File: src/rtl/car_parking_pkg.sv
// ----------------------------------------------------------------------------
// car_parking_pkg
// Shared types, constants and helpers for the parking-lot controller.
//   slot_w()   : width needed to hold a bay number 0..n (0 = "no bay")
//   LFSR_TAPS  : right-shift Galois feedback masks, indexed by code width
//   led_state_e: gate LED state
// ----------------------------------------------------------------------------
package car_parking_pkg;

    typedef enum logic [1:0] {
        LED_OFF,
        LED_GREEN,
        LED_RED
    } led_state_e;

    localparam int CODE_W_MIN = 4;
    localparam int CODE_W_MAX = 16;

    // Every mask has its top bit set, so the shift-and-xor step is a bijection
    // that maps only 0 to 0: a nonzero seed can never reach the all-zero state.
    // CODE_W=8 entry is x^8+x^6+x^5+x^4+1.
    localparam logic [15:0] LFSR_TAPS [CODE_W_MIN:CODE_W_MAX] = '{
        16'h000C, 16'h0014, 16'h0030, 16'h0060, 16'h00B8, 16'h0110, 16'h0240,
        16'h0500, 16'h0E08, 16'h1C80, 16'h3802, 16'h6000, 16'hD008
    };

    function automatic int slot_w(input int n);
        return $clog2(n + 1);
    endfunction

endpackage

File: src/rtl/car_parking_ctrl_if.sv
// ----------------------------------------------------------------------------
// car_parking_ctrl_if
// Request/status bundle between the lot controller and its environment.
//   master: drives car_arrival, car_exit, exit_from, exit_code; observes status
//   slave : the controller side
// ----------------------------------------------------------------------------
interface car_parking_ctrl_if
    import car_parking_pkg::*;
#(
    parameter int NUM_SLOTS = 7,
    parameter int CODE_W    = 8
);
    localparam int SW = slot_w(NUM_SLOTS);

    logic                 car_arrival;
    logic                 car_exit;
    logic [SW-1:0]        exit_from;
    logic [CODE_W-1:0]    exit_code;

    logic [NUM_SLOTS-1:0] register;
    logic [SW-1:0]        available_slots;
    logic                 can_park;
    logic [CODE_W-1:0]    temp;
    logic [SW-1:0]        assigned_slot;
    logic                 exit_ok;
    logic                 exit_err;
    logic                 locked;
    logic                 g_led;
    logic                 r_led;

    modport master (
        output car_arrival, car_exit, exit_from, exit_code,
        input  register, available_slots, can_park, temp, assigned_slot,
               exit_ok, exit_err, locked, g_led, r_led
    );

    modport slave (
        input  car_arrival, car_exit, exit_from, exit_code,
        output register, available_slots, can_park, temp, assigned_slot,
               exit_ok, exit_err, locked, g_led, r_led
    );

endinterface

File: src/rtl/park_code_lfsr.sv
// ----------------------------------------------------------------------------
// park_code_lfsr
// Free-running right-shift Galois LFSR used as the ticket code source.
//   clk_i  : clock
//   rst_i  : synchronous active-high reset, loads SEED (forced nonzero)
//   code_o : current LFSR state, never 0
// ----------------------------------------------------------------------------
module park_code_lfsr
    import car_parking_pkg::*;
#(
    parameter int                CODE_W = 8,
    parameter logic [CODE_W-1:0] SEED   = CODE_W'(8'hA5)
) (
    input  logic              clk_i,
    input  logic              rst_i,
    output logic [CODE_W-1:0] code_o
);
    localparam logic [CODE_W-1:0] TAPS    = CODE_W'(LFSR_TAPS[CODE_W]);
    // A seed that truncates to zero would lock the register at zero.
    localparam logic [CODE_W-1:0] SEED_NZ = (SEED == '0) ? CODE_W'(1) : SEED;

    logic [CODE_W-1:0] lfsr_q, lfsr_d;

    always_comb begin
        lfsr_d = lfsr_q >> 1;
        if (lfsr_q[0]) begin
            lfsr_d = (lfsr_q >> 1) ^ TAPS;
        end
    end

    always_ff @(posedge clk_i) begin
        if (rst_i) begin
            lfsr_q <= SEED_NZ;
        end else begin
            lfsr_q <= lfsr_d;
        end
    end

    assign code_o = lfsr_q;

endmodule

File: src/rtl/car_parking_ctrl.sv
// ----------------------------------------------------------------------------
// car_parking_ctrl
// Parking lot controller: allocates the lowest free bay on arrival, issues an
// LFSR ticket code per bay, validates exits against the stored code, locks
// the exit gate after MAX_FAILS consecutive bad exits, drives gate LEDs.
//   enable   : clock (rising edge)
//   gl_reset : synchronous active-high reset
//   bus      : request inputs and registered status outputs (slave side)
// ----------------------------------------------------------------------------
module car_parking_ctrl
    import car_parking_pkg::*;
#(
    parameter int          NUM_SLOTS = 7,
    parameter int          CODE_W    = 8,
    parameter logic [15:0] LFSR_SEED = 16'h00A5,
    parameter int          MAX_FAILS = 3,
    parameter int          LOCK_CYC  = 16,
    parameter int          LED_HOLD  = 4
) (
    input  logic              enable,
    input  logic              gl_reset,
    car_parking_ctrl_if.slave bus
);
    localparam int SW = slot_w(NUM_SLOTS);
    localparam int FW = $clog2(MAX_FAILS + 1);
    localparam int LW = $clog2(LOCK_CYC + 1);
    localparam int HW = $clog2(LED_HOLD + 1);

    logic [NUM_SLOTS-1:0] occ_q, occ_d;
    logic [CODE_W-1:0]    codes_q [NUM_SLOTS];
    logic [CODE_W-1:0]    codes_d [NUM_SLOTS];
    logic [SW-1:0]        avail_q, avail_d;
    logic                 can_q, can_d;
    logic [CODE_W-1:0]    temp_q, temp_d;
    logic [SW-1:0]        slot_q, slot_d;
    logic                 ok_q, ok_d;
    logic                 err_q, err_d;
    logic                 locked_q, locked_d;
    logic [FW-1:0]        fail_q, fail_d;
    logic [LW-1:0]        lock_cnt_q, lock_cnt_d;
    led_state_e           led_q, led_d;
    logic [HW-1:0]        led_cnt_q, led_cnt_d;

    logic [CODE_W-1:0]    lfsr_code;
    logic                 free_found;
    logic [SW-1:0]        free_idx;
    logic                 exit_occ;
    logic [CODE_W-1:0]    exit_stored;
    logic                 arr_ok, arr_ref, exit_acc, exit_rej;

    park_code_lfsr #(
        .CODE_W (CODE_W),
        .SEED   (LFSR_SEED[CODE_W-1:0])
    ) u_lfsr (
        .clk_i  (enable),
        .rst_i  (gl_reset),
        .code_o (lfsr_code)
    );

    // Lowest free bay: scanning downward leaves the lowest hit last.
    always_comb begin
        free_found = 1'b0;
        free_idx   = '0;
        for (int i = NUM_SLOTS - 1; i >= 0; i--) begin
            if (!occ_q[i]) begin
                free_found = 1'b1;
                free_idx   = SW'(i);
            end
        end
    end

    // Bay lookup by compare rather than indexing: exit_from values of 0 or
    // above NUM_SLOTS match nothing and read as an empty bay.
    always_comb begin
        exit_occ    = 1'b0;
        exit_stored = '0;
        for (int i = 0; i < NUM_SLOTS; i++) begin
            if (bus.exit_from == SW'(i + 1)) begin
                exit_occ    = occ_q[i];
                exit_stored = codes_q[i];
            end
        end
    end

    assign arr_ok   = bus.car_arrival && free_found;
    assign arr_ref  = bus.car_arrival && !free_found;
    assign exit_acc = bus.car_exit && !locked_q && exit_occ && (exit_stored == bus.exit_code);
    assign exit_rej = bus.car_exit && !exit_acc;

    always_comb begin
        occ_d      = occ_q;
        codes_d    = codes_q;
        temp_d     = temp_q;
        slot_d     = slot_q;
        ok_d       = exit_acc;
        err_d      = exit_rej;
        fail_d     = fail_q;
        locked_d   = locked_q;
        lock_cnt_d = lock_cnt_q;
        led_d      = led_q;
        led_cnt_d  = led_cnt_q;

        // Allocation sees pre-exit occupancy, so the two updates never
        // touch the same bay in one cycle.
        for (int i = 0; i < NUM_SLOTS; i++) begin
            if (arr_ok && (free_idx == SW'(i))) begin
                occ_d[i]   = 1'b1;
                codes_d[i] = lfsr_code;
            end
            if (exit_acc && (bus.exit_from == SW'(i + 1))) begin
                occ_d[i]   = 1'b0;
                codes_d[i] = '0;
            end
        end

        if (arr_ok) begin
            temp_d = lfsr_code;
            slot_d = free_idx + SW'(1);
        end

        avail_d = avail_q - SW'(arr_ok) + SW'(exit_acc);
        can_d   = (avail_d != '0);

        // Fail count / lockout; rejects during lockout do not count.
        if (locked_q) begin
            if (lock_cnt_q == '0) begin
                locked_d = 1'b0;
                fail_d   = '0;
            end else begin
                lock_cnt_d = lock_cnt_q - LW'(1);
            end
        end else if (exit_acc) begin
            fail_d = '0;
        end else if (exit_rej) begin
            if (fail_q == FW'(MAX_FAILS - 1)) begin
                locked_d   = 1'b1;
                lock_cnt_d = LW'(LOCK_CYC - 1);
            end
            fail_d = fail_q + FW'(1);
        end

        // LED state machine; red takes priority, any event restarts the hold.
        if (arr_ref || exit_rej) begin
            led_d     = LED_RED;
            led_cnt_d = HW'(LED_HOLD - 1);
        end else if (arr_ok || exit_acc) begin
            led_d     = LED_GREEN;
            led_cnt_d = HW'(LED_HOLD - 1);
        end else if (led_q != LED_OFF) begin
            if (led_cnt_q == '0) begin
                led_d = LED_OFF;
            end else begin
                led_cnt_d = led_cnt_q - HW'(1);
            end
        end
    end

    always_ff @(posedge enable) begin
        if (gl_reset) begin
            occ_q      <= '0;
            codes_q    <= '{default: '0};
            avail_q    <= SW'(NUM_SLOTS);
            can_q      <= 1'b1;
            temp_q     <= '0;
            slot_q     <= '0;
            ok_q       <= 1'b0;
            err_q      <= 1'b0;
            locked_q   <= 1'b0;
            fail_q     <= '0;
            lock_cnt_q <= '0;
            led_q      <= LED_OFF;
            led_cnt_q  <= '0;
        end else begin
            occ_q      <= occ_d;
            codes_q    <= codes_d;
            avail_q    <= avail_d;
            can_q      <= can_d;
            temp_q     <= temp_d;
            slot_q     <= slot_d;
            ok_q       <= ok_d;
            err_q      <= err_d;
            locked_q   <= locked_d;
            fail_q     <= fail_d;
            lock_cnt_q <= lock_cnt_d;
            led_q      <= led_d;
            led_cnt_q  <= led_cnt_d;
        end
    end

    assign bus.register        = occ_q;
    assign bus.available_slots = avail_q;
    assign bus.can_park        = can_q;
    assign bus.temp            = temp_q;
    assign bus.assigned_slot   = slot_q;
    assign bus.exit_ok         = ok_q;
    assign bus.exit_err        = err_q;
    assign bus.locked          = locked_q;
    assign bus.g_led           = (led_q == LED_GREEN);
    assign bus.r_led           = (led_q == LED_RED);

endmodule

File: src/flat_wrapper.sv
// flat-port wrapper written by rule: the top's interface ports become plain ports
module car_parking_ctrl_flat import car_parking_pkg::*;
#(
    parameter int          NUM_SLOTS = 7,
    parameter int          CODE_W    = 8,
    parameter logic [15:0] LFSR_SEED = 16'h00A5,
    parameter int          MAX_FAILS = 3,
    parameter int          LOCK_CYC  = 16,
    parameter int          LED_HOLD  = 4
)
  (enable, gl_reset, bus_car_arrival, bus_car_exit, bus_exit_from, bus_exit_code, bus_register, bus_available_slots, bus_can_park, bus_temp, bus_assigned_slot, bus_exit_ok, bus_exit_err, bus_locked, bus_g_led, bus_r_led);
  car_parking_ctrl_if #(.NUM_SLOTS(NUM_SLOTS), .CODE_W(CODE_W)) bus_i ();
  input  logic enable;
  input  logic gl_reset;
  input wire logic [$bits(bus_i.car_arrival)-1:0] bus_car_arrival;
  input wire logic [$bits(bus_i.car_exit)-1:0] bus_car_exit;
  input wire logic [$bits(bus_i.exit_from)-1:0] bus_exit_from;
  input wire logic [$bits(bus_i.exit_code)-1:0] bus_exit_code;
  output wire logic [$bits(bus_i.register)-1:0] bus_register;
  output wire logic [$bits(bus_i.available_slots)-1:0] bus_available_slots;
  output wire logic [$bits(bus_i.can_park)-1:0] bus_can_park;
  output wire logic [$bits(bus_i.temp)-1:0] bus_temp;
  output wire logic [$bits(bus_i.assigned_slot)-1:0] bus_assigned_slot;
  output wire logic [$bits(bus_i.exit_ok)-1:0] bus_exit_ok;
  output wire logic [$bits(bus_i.exit_err)-1:0] bus_exit_err;
  output wire logic [$bits(bus_i.locked)-1:0] bus_locked;
  output wire logic [$bits(bus_i.g_led)-1:0] bus_g_led;
  output wire logic [$bits(bus_i.r_led)-1:0] bus_r_led;
  assign bus_i.car_arrival = bus_car_arrival;
  assign bus_i.car_exit = bus_car_exit;
  assign bus_i.exit_from = bus_exit_from;
  assign bus_i.exit_code = bus_exit_code;
  assign bus_register = bus_i.register;
  assign bus_available_slots = bus_i.available_slots;
  assign bus_can_park = bus_i.can_park;
  assign bus_temp = bus_i.temp;
  assign bus_assigned_slot = bus_i.assigned_slot;
  assign bus_exit_ok = bus_i.exit_ok;
  assign bus_exit_err = bus_i.exit_err;
  assign bus_locked = bus_i.locked;
  assign bus_g_led = bus_i.g_led;
  assign bus_r_led = bus_i.r_led;
  car_parking_ctrl #(.NUM_SLOTS(NUM_SLOTS), .CODE_W(CODE_W), .LFSR_SEED(LFSR_SEED), .MAX_FAILS(MAX_FAILS), .LOCK_CYC(LOCK_CYC), .LED_HOLD(LED_HOLD)) u_core (.enable(enable), .gl_reset(gl_reset), .bus(bus_i));
endmodule
File: config.mk
export PLATFORM = sky130hd
export DESIGN_NAME = car_parking_ctrl_flat
export DESIGN_NICKNAME = d
export VERILOG_FILES = /design/src/rtl/car_parking_pkg.sv /design/src/rtl/car_parking_ctrl_if.sv /design/src/rtl/park_code_lfsr.sv /design/src/rtl/car_parking_ctrl.sv /design/src/flat_wrapper.sv
export SDC_FILE = /design/constraint.sdc
export NUM_CORES = 1
export LEC_CHECK = 0
export BUFFER_PORTS_ARGS = -buffer_cell sky130_fd_sc_hd__buf_2
export CAP_MARGIN = 20
export CORE_ASPECT_RATIO = 1.2
export CORE_UTILIZATION = 55
export DETAILED_ROUTE_END_ITERATION = 6
export PLACE_DENSITY_LB_ADDON = 0.25
export SLEW_MARGIN = 30
export SYNTH_ARGS = -nofsm -noshare
export SYNTH_HDL_FRONTEND = slang
export SYNTH_SLANG_ARGS = --single-unit
File: constraint.sdc
create_clock -name enable -period 4.2 [get_ports enable]
set_input_delay 0.42 -clock enable [delete_from_list [all_inputs] [get_ports enable]]
set_output_delay 0.42 -clock enable [all_outputs]
set_load 0.05 [all_outputs]
==> impl_metrics.toml <==
[outcome]
status = "completed"

[power]
p_leak_nw = 2.139
power_mw = 1.939
powerDensity_nw_per_um2 = 344.9
ir_worst_vdd_mv = 0.2021

[synthesis]
synth_cells = 562
synthFlopType = "dfxtp_1"
synth_top_cell_area_share_pct = 38.69
synth_top_cells_by_count = "dfxtp_1 (101), nor2_1 (76), mux2i_1 (58), o31a_1 (36), nand2_1 (34)"
yosysSeqAreaShare_pct = 38.69
synth_warnings = 0
synth_nets = 590
async_reset_ff_share_pct = 0
synth_enable_flop_cells = 0
ys_ff_latch = 101
synth_cell_types = 59
synth.most_common_cell = "dfxtp_1"
avgSynthCellArea_um2 = 9.299
syn_area_um2 = 5226
synthTopCellsByArea = "dfxtp_1 (39%), mux2i_1 (11%), o31a_1 (6.0%)"
synth.largest_area_cell = "dfxtp_1"

[global_route]
grt_pass1_wl_um = 21120
antenna_found_initial = 0
grt_pass1_vias = 4053
grt_usage_pct = 27.61
grt_max_degree = 58
overflow = 0

[worst_hold_path]
hp-start = "bus_car_exit"
hold_end = "u_core.bus.exit_err"
hold_class = "in -> reg"
holdPathStages = 2

[sta]
fmax_mhz = 281.9
relSlewSlack_pct = 32.16
skew_ns = 0.01084
hold_viol_final = 0
tightest_slew_ns = 1.010
rsz0062_at_grt = "no"
post-route-period-util_pct = 84.45
finalSetupTns_ns = 0
setup_violations = 0
period_needed_ns = 3.547
slew_violations = 0

[cts]
postCtsHoldBufs = 0
cts_resized = 0
cts-root-buf = "clkbuf_8"
clk_path_buf_depth = 2
cts_tree = "done"
h-tree-depth = 3
numCtsBuffers = 9
insertion_delay_ns = 0.38
post_cts_buffers = 0
numClockSinks = 101
path_clk_slew_ns = 0.10

[floorplan]
core-area_um2 = 9129
rows = 38
start_util_pct = 57.25
ios = 42
dieWidth_um = 90.99
chipHeight_um = 108.8
dieArea_um2 = 9898

[critical_path]
rr_worst_depth = 11
startpoint = "bus_exit_from[0]"
cp_max_fo = 34
r2r_end = "u_core.bus.can_park"
critPathArrivalTime_ns = 3.81
r2r_start = "u_core.bus.register[1]"
worstSetupPathType = "in -> reg"
crit_path_start_kind = "primary input"
r2r_slack_ns = 0.77
end_kind = "register"
cp.required_ns = 4.46

[route]
post_drt_via_cell_ratio = 6.106
routedWlPerCell_um = 18.64
finalWirelength_um = 13070
drt_iter0_markers = 228
drtAntennaViolNets = 0
drc = 0
drtPass1Iterations = 5
dr_total_vias = 4280

[placement]
hpwl_um = 8504
gp_congestion = 0.8688
dp.cells = 685
place_area_um2 = 5428
port_buffers = 41

[run]
cap_violations = 0

[finish]
finalInstanceArea_um2 = 5622
antennaDiodeCount = 0
stdcell_count = 701
area_growth_pct = 7.565
drive_above_1_share_pct = 17.73
utilization_pct = 61.58
final_nets = 604
## power by group
group          switching, mW  leakage, nW  internal, mW
registers             0.0475        0.823         0.997
logic                  0.197         1.23         0.109
clock network          0.353       0.0864         0.236
## per-stage QoR
step | hold slack, ns | setup slack [ns]
floorplan | 0.4545 | 0.5944
global placement | 0.4442 | 0.3631
detailed placement | 0.4446 | 0.2471
CTS | 0.3505 | 0.6627
global route | 0.3564 | 0.4601
finish | 0.3565 | 0.6532
## layer usage
layer  wire, µm  up-vias  GRT usage (%)
met1       5786     2086          35.37
met2       6198      136          44.81
li1           -     2032              -
met5          0        -              0
met3        728       26          5.439
met4        353        0          13.49
## worst max-delay path by stage
stage	endpoint	slack, ns	cells after the start
floorplan	u_core.bus.can_park	0.59	13
global placement	u_core.bus.can_park	0.36	11
detailed placement	u_core.bus.can_park	0.25	11
CTS	u_core.bus.can_park	0.66	11
global route	u_core.bus.can_park	0.46	11
finish	u_core.bus.can_park	0.65	11
## cell usage in the layout, fill, tap and decap left out, types with 15 or more instances in the layout
master / instances
dfxtp_1: 101
nor2_1: 73
mux2i_1: 58
buf_2: 41
o31a_1: 36
nand2_1: 34
inv_1: 20
a21oi_1: 20
a211oi_1: 15
## kinds of logic (layout without fill, tap and decap cells)
family          Yosys count  count (layout)  share of synthesized area [%]
fa+ha+maj                13              13                          3.256
flops                   101             101                          38.69
compound gates          130             130                          19.56
buf+inv                  71              90                          6.488
mux                      72              72                          15.49
simple gates            159             159                          13.84
xor+xnor                 16              16                          2.681
## worst max-delay path, stage by stage
cell and delay (ns):
buf_2 0.57, mux4_2 0.58, nor2_1 0.12, nor2_1 0.08, xnor2_1 0.19, nand3_1 0.13
nor4b_2 0.43, ha_1 0.24, fa_1 0.42, or2_2 0.29, or3_1 0.34
## registers in the layout, summed over array words and instances (netlist names), 2 cells and up
register	cells
u_core.lock_cnt_q	5
u_core.bus.assigned_slot	3
u_core.fail_q	2
u_core.bus.available_slots	3
u_core.led_cnt_q	3
u_core.bus.register	7
u_core.bus.temp	8
u_core.u_lfsr.code_o	8
u_core.led_q	2
u_core.codes_q	56
## layout make-up
class,count,area (µm²)
Fill cell,823,3507
Multi-Input combinational cell,390,2890
Sequential cell,101,2022
Timing Repair Buffer,53,295.3
Tap cell,120,150.1
Clock buffer,10,137.6
Inverter,21,78.83
Clock inverter,6,47.55
(Power assumes the default switching activity.)
